`src/rtl/alu.sv`:
```
// Registered 32-bit execute-stage ALU: nine operations selected by ALUControl,
// result and zero flag captured one clock after a valid input.
module alu #(
    parameter int WIDTH = 32
) (
    input  logic             clk,
    input  logic             rst,
    input  logic             in_valid,
    input  logic [WIDTH-1:0] A,
    input  logic [WIDTH-1:0] B,
    input  logic [3:0]       ALUControl,
    output logic [WIDTH-1:0] Result,
    output logic             Zero,
    output logic             out_valid
);

    localparam int SHW = $clog2(WIDTH);

    localparam logic [3:0] OP_AND = 4'b0000;
    localparam logic [3:0] OP_OR  = 4'b0001;
    localparam logic [3:0] OP_ADD = 4'b0010;
    localparam logic [3:0] OP_XOR = 4'b0011;
    localparam logic [3:0] OP_SUB = 4'b0110;
    localparam logic [3:0] OP_SLT = 4'b0111;
    localparam logic [3:0] OP_SLL = 4'b1000;
    localparam logic [3:0] OP_SRL = 4'b1001;
    localparam logic [3:0] OP_SRA = 4'b1010;

    logic [SHW-1:0]   shamt_s;
    logic [WIDTH-1:0] result_s;
    logic             zero_s;

    // Operation decode; unassigned codes yield zero so Zero reads back as 1.
    always_comb begin
        result_s = {WIDTH{1'b0}};
        shamt_s  = B[SHW-1:0];
        case (ALUControl)
            OP_AND:  result_s = A & B;
            OP_OR:   result_s = A | B;
            OP_ADD:  result_s = A + B;
            OP_XOR:  result_s = A ^ B;
            OP_SUB:  result_s = A - B;
            OP_SLT: begin
                if ($signed(A) < $signed(B)) begin
                    result_s = {{(WIDTH-1){1'b0}}, 1'b1};
                end else begin
                    result_s = {WIDTH{1'b0}};
                end
            end
            OP_SLL:  result_s = A << shamt_s;
            OP_SRL:  result_s = A >> shamt_s;
            OP_SRA:  result_s = $unsigned($signed(A) >>> shamt_s);
            default: result_s = {WIDTH{1'b0}};
        endcase
    end

    // Zero flag from the freshly computed value, not the stale register.
    always_comb begin
        zero_s = (result_s == {WIDTH{1'b0}});
    end

    // Output registers: capture on in_valid, otherwise hold and drop out_valid.
    always_ff @(posedge clk or posedge rst) begin
        if (rst) begin
            Result    <= {WIDTH{1'b0}};
            Zero      <= 1'b1;
            out_valid <= 1'b0;
        end else if (in_valid) begin
            Result    <= result_s;
            Zero      <= zero_s;
            out_valid <= 1'b1;
        end else begin
            Result    <= Result;
            Zero      <= Zero;
            out_valid <= 1'b0;
        end
    end

endmodule

```
`config.mk`:
```
export PLATFORM = sky130hd
export DESIGN_NAME = alu
export DESIGN_NICKNAME = d
export VERILOG_FILES = /design/src/rtl/alu.sv
export SDC_FILE = /design/constraint.sdc
export NUM_CORES = 1
export LEC_CHECK = 0
export BUFFER_PORTS_ARGS = -buffer_cell sky130_fd_sc_hd__buf_4
export CAP_MARGIN = 0
export CORE_ASPECT_RATIO = 1.1
export CORE_MARGIN = 1
export CORE_UTILIZATION = 35
export CTS_CLUSTER_DIAMETER = 120
export DETAILED_ROUTE_END_ITERATION = 7
export GPL_TIMING_DRIVEN = 1
export PLACE_DENSITY = 0.55
export SLEW_MARGIN = 25
export SYNTH_ARGS = -nofsm -noshare
export SYNTH_HDL_FRONTEND = slang
export SYNTH_SLANG_ARGS = --single-unit
```
`constraint.sdc`:
```
create_clock -name clk -period 1.05 [get_ports clk]
set_clock_uncertainty 0.05 [all_clocks]
set_input_delay 0.1575 -clock clk [delete_from_list [all_inputs] [get_ports clk]]
set_output_delay 0.1575 -clock clk [all_outputs]
set_load 0.1 [all_outputs]
```
# Word-level counts from Yosys, hierarchy flattened
# Cells that the tools add are included.
# W data, S select, Z words.
[totals] reg_bits=34 input_bits=71 output_inout_bits=34 elab_cells=25
[op_classes] add_sub_neg=2 n_lt_le_gt_ge=1 n_eq_ne=8 shift=3 mux=3 bitwise_logic=3 reduce_logical=2
[ops] cell="$pmux W32 S9" count=1
[ops] cell="$add A32 B32 Y32" count=1
[ops] cell="$and A32 B32 Y32" count=1
[ops] cell="$logic_not A32 Y1" count=1
[ops] cell="$lt A32 B32 Y1" count=1
[ops] cell="$or A32 B32 Y32" count=1
[ops] cell="$shl A32 B5 Y32" count=1
[ops] cell="$shr A32 B5 Y32" count=1
[ops] cell="$sshr A32 B5 Y32" count=1
[ops] cell="$sub A32 B32 Y32" count=1
[ops] cell="$xor A32 B32 Y32" count=1
[ops] cell="$eq A4 B4 Y1 const B" count=3
[ops] cell="$eq A4 B2 Y1 const B" count=2
[ops] cell="$eq A4 B3 Y1 const B" count=2
[ops] cell="$eq A4 B1 Y1 const B" count=1
[ops] cell="$logic_not A4 Y1" count=1
[ops] cell="$mux W1" count=2

# Logic depth before layout (Yosys ltp)
# Gate-level depths: netlist of run 1.
[depth] word_depth=4 depth_mapped=18 depth_no_buf=14

# Least setup slack after synthesis of run 1
# Ideal clock, no wire load.
[synth_timing] path_kind="in2reg" from="input B[3]" to="register Zero" setup_ps=89 arrival_ps=4295 t_required_ps=911 path_slack_ps=-3385 path_stages=18 cell_sequence="clkbuf_1 inv_1 clkbuf_1 clkbuf_1 buf_1 ha_1 clkbuf_1 nor3b_1 nor3_1 a21oi_1 or4b_1 and3_1 xnor2_1 a211o_1 or4b_1 nor4_2 nand4_1 o32ai_2"
[synth_between] elab_chain_cells=4
[synth_lines] item="start: declaration" line_no="10" text="input logic [WIDTH-1:0] B,"
[synth_lines] item="$lt A32 B32 Y1" line_no="44" text="if ($signed(A) < $signed(B)) begin"
[synth_lines] item="$mux W1" line_no="44"
[synth_lines] item="$pmux W32 S9 *" line_no="37" text="case (ALUControl)"
[synth_lines] item="$logic_not A32 Y1 *" line_no="59" text="zero_s = (result_s == {WIDTH{1'b0}});"
[synth_lines] item="end signal: assignment" line_no="70" text="Zero <= zero_s;"
[synth_lines] item="end signal: assignment" line_no="74" text="Zero <= Zero;"
[synth_lines] item="end: declaration" line_no="13" text="output logic Zero,"
# Mark *: on every way between the ends. The rest lies on a longest branch, timed or not.
# A chain may end at the register's enable or synchronous reset.

# Final worst setup path of run 1
[layout_timing] from="input B[0]" to="register Zero"
# Same word-level chain as after synthesis.

==> impl_metrics.py, run 1 <==
metrics = {
    "status": {
        "status": "finished with violations",
        "violations": "negative setup slack",
    },
    "yosys": {
        "synthArstFlopShare": 1.00,
        "synthFlopType": "dfrtp_1",
        "postSynthAreaPerCell_sq_um": 7.09,
        "synth_edf_count": 0,
        "synth_top_area_cell": "ha_1",
        "synth_area_leaders": "ha_1 12%, mux4_2 7.9%, dfrtp_1 7.4%",
        "synthAdderAreaFrac": 0.119,
        "synth_seq_area_share": 0.0768,
        "syn_inst": 1565,
        "synth_top_family_by_area": "compound AO/OA/AOI/OAI gates",
        "syn_area_sq_um": 11100,
        "yosys.area_share.simple": 0.222,
        "ys_types": 89,
        "yosysTopAreaCellShare": 0.115,
        "synth_compound_area_frac": 0.321,
        "synth_xor_area_frac": 0.0158,
        "synthMuxAreaShare": 0.160,
        "yosysWarnings": 0,
        "synth_nets": 1740,
        "ys_seq_elements": 34,
    },
    "floorplan": {
        "fp.dieH_microns": 189,
        "fp-row-count": 68,
        "io_pins": 105,
        "dieArea_sq_um": 32400,
        "die_x_microns": 172,
        "core_region_area_sq_um": 31300,
        "start_util": 0.354,
    },
    "detailed_routing": {
        "drcViolationCount": 0,
        "antenna_left": 0,
        "drt_iter0_markers": 1351,
        "dr.pass1.iters": 5,
        "via_count": 15900,
        "wirelength_mm": 65.7,
        "vias_per_cell": 5.86,
        "wl_per_cell_microns": 24.3,
    },
    "power_and_ir_drop": {
        "power_density_nw_per_um2": 798,
        "irDropWorstVdd_mv": 0.956,
        "power_mw": 16.1,
        "leakagePower_nw": 9.08,
    },
    "critical_path": {
        "crit_path_end_kind": "flip-flop",
        "required_ns": 1.20,
        "r2r_slack_ns": 0.14,
        "worstPathArrival_ns": 3.79,
        "crit_start": "B[0]",
        "worst_r2r_endpoint": "Result[24]",
        "startpoint_type": "input pin",
        "critPathCapture": "Zero",
        "r2r_start": "Result[24]",
        "worst-path-max-fanout": 2,
        "r2r_cells": 3,
        "critPathKind": "input pin to flip-flop",
    },
    "sta": {
        "period_needed_ns": 3.65,
        "relSlewSlack": 0.442,
        "setup-tns-final_ns": -56.52,
        "timing.final.crit_share": 3.47,
        "holdWs_ns": 0.343,
        "slew_viol_final": 0,
        "report.final.hold_viol_count": 0,
        "worst_slew_pin_slew_ns": 0.830,
        "rsz0062_at_grt": "yes",
        "setup_viol": 67,
        "clock.fmax_mhz": 274,
        "layout_setup_ws_ns": -2.60,
    },
    "global_routing": {
        "grt_pass1_vias": 15700,
        "antenna_found_initial": 0,
        "grt_pass1_wl_mm": 96.2,
        "overflow": 0,
        "grt_max_degree": 59,
        "track_usage": 0.399,
    },
    "place": {
        "postPlaceCellArea_sq_um": 17300,
        "post-place-ws_ns": -3.09,
        "numPortBuffers": 104,
        "dpl.hpwl_mm": 54.0,
        "routabilityCongestion": 1.05,
    },
    "clocking": {
        "clk_latency_ns": 0.28,
        "cts_buffers": 5,
        "clk_pin_slew_ns": 0.05,
        "htreeDepth": 2,
        "cts_root_buf": "clkbuf_16",
        "cts_tree": "yes",
        "clockBufferDepth": 2,
        "cts_sinks": 34,
    },
    "final_layout": {
        "finish.instance_area_sq_um": 20100,
        "layout.nets": 2463,
        "n_antenna_cell": 0,
        "syn_to_final_growth_pct": 81.6,
        "layout-drive-gt1-share": 0.518,
    },
    "min_path": {
        "hold_class": "input pin to asynchronous set/reset pin",
    },
    "job": {
        "max-cap-violations": 0,
    },
}
worst min path at each step:
stage | start | to | slack, ns | cells after the start
2_1_floorplan | in_valid | out_valid | 0.14 | 0
3_3_place_gp | rst | Result[29] | 0.08 | 2
3_5_place_dp | rst | Result[29] | 0.08 | 2
4_1_cts | rst | Result[29] | 0.34 | 3
5_1_grt | rst | Result[29] | 0.38 | 3
6_report | rst | Result[27] | 0.34 | 3
synth_stat cells (all sizes together) (7+ instances only):
| library cell | number |
|---|---|
| nor2 | 164 |
| nand2 | 149 |
| a21oi | 143 |
| ha | 102 |
| inv | 101 |
| o21ai | 92 |
| clkbuf | 80 |
| mux2i | 65 |
| buf | 46 |
| nand3 | 42 |
| nor3 | 41 |
| mux4 | 39 |
| a211oi | 35 |
| dfrtp | 33 |
| o211ai | 31 |
| o22ai | 31 |
| a22oi | 23 |
| nor2b | 23 |
| mux2 | 21 |
| nor4 | 21 |
| nand4 | 20 |
| a221oi | 19 |
| xnor2 | 19 |
| o31ai | 15 |
| nand2b | 14 |
| o221ai | 13 |
| a31oi | 12 |
| a21o | 11 |
| o31a | 11 |
| and3 | 8 |
| o2111ai | 8 |
| o21bai | 7 |
power breakdown:
| part | internal, mW | leakage (nW) | switching [mW] |
|---|---|---|---|
| Combinational | 5.87 | 8.64 | 6.96 |
| Clock | 0.940 | 0.0739 | 0.557 |
| Sequential | 1.54 | 0.370 | 0.205 |
| Total | 8.34 | 9.08 | 7.72 |
cell type report:
cell class,instances,area (sq um)
clock buffers,7,143
clock inverters,1,5.00
fillers,2846,11200
inverters,104,428
multi-input cells,1301,11000
flip-flops and latches,34,893
well taps,420,526
repair buffers,842,7180
worst max-delay path, stage by stage:
cell	delay [ns]
buf_8	0.10
ha_4	0.15
fa_2	0.37
o21ba_4	0.23
or4_4	0.45
and2_4	0.20
xnor2_1	0.12
a221o_1	0.36
a211oi_2	0.23
nand4_1	0.16
or4_4	0.45
nor4_4	0.30
buf_4	0.16
nand4_1	0.11
o32ai_2	0.21
state kept, by name (all words and copies together) (netlist names):
| register | cells |
|---|---|
| Zero | 1 |
| out_valid | 1 |
| Result | 32 |
stage by stage:
step,cells,utilization
after global routing,2709,0.643
after detailed placement,2637,0.553
after floorplan,1565,-
after CTS,2691,0.614
final,2709,0.643
after global placement,2637,0.553
logic make-up (layout without fill, tap and decap cells):
logic type	count (synthesis)	in the layout
compound gates	529	529
flops	34	34
buf+inv	230	954
mux	125	125
fa+ha+maj	104	104
xor+xnor	20	20
simple gates	523	523
per-layer routing:
metal,vias up,part of all wire,GRT usage
li1,7326,-,-
met5,-,0,0
met2,677,0.47,0.673
met1,7711,0.40,0.504
met3,157,0.063,0.0397
met4,0,0.061,0.195
cells in the final DEF, fill, tap and decap left out, types with 13 or more instances in the layout:
cell type / instances
a211oi_1: 27
a21oi_1: 108
a21oi_2: 29
a221oi_2: 13
a22oi_1: 19
buf_12: 43
buf_4: 725
buf_6: 62
dfrtp_2: 33
ha_1: 80
ha_4: 20
inv_1: 90
mux2i_1: 59
mux4_2: 39
nand2_1: 140
nand2b_1: 13
nand3_1: 34
nand4_1: 20
nor2_1: 153
nor2b_1: 17
nor3_1: 31
nor4_1: 15
o211ai_1: 31
o21ai_0: 62
o21ai_1: 19
o22ai_1: 27
xnor2_1: 13
what timing repair did:
| action | in CTS | in global routing |
|---|---|---|
| pin swaps | 76 | 68 |
| hold buffers | 1 | 0 |
| hold endpoints to repair | 5 | 0 |
| endpoints found under the setup margin | 67 | 67 |
| gates resized for setup | 298 | 173 |
| buffers inserted | 53 | 29 |
Note: power is estimated with default switching activity, not from simulation.
==> run 2: changes to the inputs <==
--- a/config.mk
+++ b/config.mk
@@ -14,6 +14,7 @@
 export DETAILED_ROUTE_END_ITERATION = 7
 export GPL_TIMING_DRIVEN = 1
 export PLACE_DENSITY = 0.55
+export SKIP_CTS_REPAIR_TIMING = 1
 export SLEW_MARGIN = 25
 export SYNTH_ARGS = -nofsm -noshare
 export SYNTH_HDL_FRONTEND = slang
==> impl_metrics.py, run 2 (same netlist as run 1, synthesis figures left out) <==
metrics = {
    "floorplan": {
        "dieArea_sq_um": 32400,
        "core_region_area_sq_um": 31300,
        "fp-row-count": 68,
        "io_pins": 105,
        "start_util": 0.354,
        "die_x_microns": 172,
        "fp.dieH_microns": 189,
    },
    "power_and_ir_drop": {
        "leakagePower_nw": 8.88,
        "combPwrFrac": 0.793,
        "power_switching_mw": 7.53,
        "seqPwrFrac": 0.111,
        "power_mw": 15.6,
        "power_density_nw_per_um2": 800,
        "power_switching_share": 0.481,
        "internal_power_mw": 8.12,
        "irDropWorstVdd_mv": 0.877,
        "pwr-share-clk": 0.095,
    },
    "min_path": {
        "hold_class": "input pin to asynchronous set/reset pin",
    },
    "critical_path": {
        "cp_top_family": "simple AND/OR/NAND/NOR gates",
        "worst-path-max-fanout": 3,
        "startpoint_type": "input pin",
        "crit_chain": "buf_8, clkinvlp_4, fa_2, o21ba_4, or4_4, and2_4, xnor2_1, a221o_1, a211oi_2, nand4_1, or4_1, nor4_4, buf_4, nand4_1, o32ai_2",
        "r2r_slack_ns": 0.18,
        "worst-path-buf-inv": 3,
        "crit_top_cell": "nand4_1",
        "critPathMaxStageDelay_ns": 0.56,
        "r2r_cells": 1,
        "required_ns": 1.19,
        "crit_path_top_delay_cell": "or4_1",
        "worstPathArrival_ns": 3.79,
        "crit_path_end_kind": "flip-flop",
        "critPathKind": "input pin to flip-flop",
        "r2r_start": "Result[30]",
        "worst_r2r_endpoint": "Result[30]",
    },
    "final_layout": {
        "nFillCells": 2916,
        "layout-drive-gt1-share": 0.500,
        "largest_reg_flops": 32,
        "area.sequential_sq_um": 893,
        "final_cell_mix": "732 x buf_4, 157 x nor2_1, 144 x nand2_1",
        "layout.nets": 2449,
        "final_common_cell": "buf_4",
        "top_register": "Result",
        "n_antenna_cell": 0,
        "syn_to_final_growth_pct": 76.3,
        "multi_input_area_sq_um": 10600,
        "largestRegisters": "Result (32), Zero (1), out_valid (1)",
    },
    "sta": {
        "report.final.hold_viol_count": 0,
        "worst_slew_pin_slew_ns": 0.800,
        "rsz0062_at_grt": "yes",
        "clock.fmax_mhz": 274,
        "slew_viol_final": 0,
        "holdWs_ns": 0.347,
        "timing.final.crit_share": 3.47,
        "layout_setup_ws_ns": -2.59,
        "period_needed_ns": 3.64,
        "relSlewSlack": 0.462,
        "setup_viol": 67,
    },
    "detailed_routing": {
        "drt_iter0_markers": 1359,
        "drcViolationCount": 0,
        "dr.pass1.iters": 6,
        "wirelength_mm": 65.1,
        "antenna_left": 0,
        "via_count": 15800,
        "vias_per_cell": 5.86,
        "wl_per_cell_microns": 24.2,
    },
    "clocking": {
        "cts_tree": "yes",
        "cts_buffers": 5,
        "clk_pin_slew_ns": 0.05,
        "cts_root_buf": "clkbuf_16",
        "cts_sinks": 34,
        "clockBufferDepth": 2,
        "clk_latency_ns": 0.28,
        "htreeDepth": 2,
    },
    "status": {
        "violations": "negative setup slack",
        "status": "finished with violations",
    },
    "place": {
        "numPortBuffers": 104,
        "dpl.hpwl_mm": 54.0,
        "post-place-ws_ns": -3.09,
        "routabilityCongestion": 1.05,
    },
    "global_routing": {
        "grt_max_degree": 59,
        "overflow": 0,
        "grt_pass1_vias": 15000,
        "antenna_found_initial": 2,
        "track_usage": 0.387,
        "grt_pass1_wl_mm": 92.8,
    },
    "job": {
        "max-cap-violations": 0,
    },
}
-- run 2: changes by cell type in the layout (fill, tap and decap cells not counted), moves of 4 or more --
cell / change
o21ai_0: +4
buf_4: +7
buf_6: -20
nor2_1: +4
ha_4: -4
mux2_4: -7
mux2_2: +7
nand2_2: -4
a21oi_1: +4
nand2_1: +4
-- run 2: cell type report --
class,instances,area share
clock inverters,1,0.000256
inverters,104,0.0213
flip-flops and latches,34,0.0457
well taps,420,0.0269
multi-input cells,1301,0.541
clock buffers,7,0.00729
repair buffers,828,0.358
-- run 2: how the worst max path moves through the flow --
stage	to	slack (ns)	cells after the start	from
after global routing	Zero	-2.71	16	A[1]
after global placement	Zero	-3.05	16	A[0]
after detailed placement	Zero	-3.09	16	A[0]
final	Zero	-2.59	15	A[1]
after CTS	Zero	-2.81	16	A[0]
after floorplan	Zero	-2.58	17	B[3]
-- run 2: routing by layer --
| metal | up-vias | wire length (microns) | GRT usage |
|---|---|---|---|
| met5 | - | 17 | 0 |
| met4 | 2 | 4190 | 0.206 |
| met3 | 163 | 4360 | 0.0485 |
| met2 | 734 | 30100 | 0.632 |
| met1 | 7608 | 26500 | 0.491 |
| li1 | 7294 | - | - |
-- run 2: stage by stage --
stage | cells | TNS, ns | cell area [sq um] | util
after floorplan | 1565 | -53.71 | 11500 | -
after global placement | 2637 | -69.62 | 17300 | 0.553
after detailed placement | 2637 | -70.24 | 17300 | 0.553
after CTS | 2645 | -63.84 | 17500 | 0.558
after global routing | 2695 | -60.49 | 19600 | 0.625
final | 2695 | -57.66 | 19600 | 0.625
-- run 2: power groups by stage --
stage                     Clock (mW)  Sequential (mW)  Combinational, mW
after global placement             0             1.65               10.6
after global routing            1.60             1.76               13.0
final                           1.49             1.74               12.4
after floorplan                    0             3.04               4.19
after CTS                       1.51             1.64               10.7
after detailed placement           0             1.66               10.7
-- run 2: tightest hold or removal path, cell delays in order --
cell,delay [ns]
dlygate4sd3_1,0.54
buf_4,0.13
inv_1,0.25
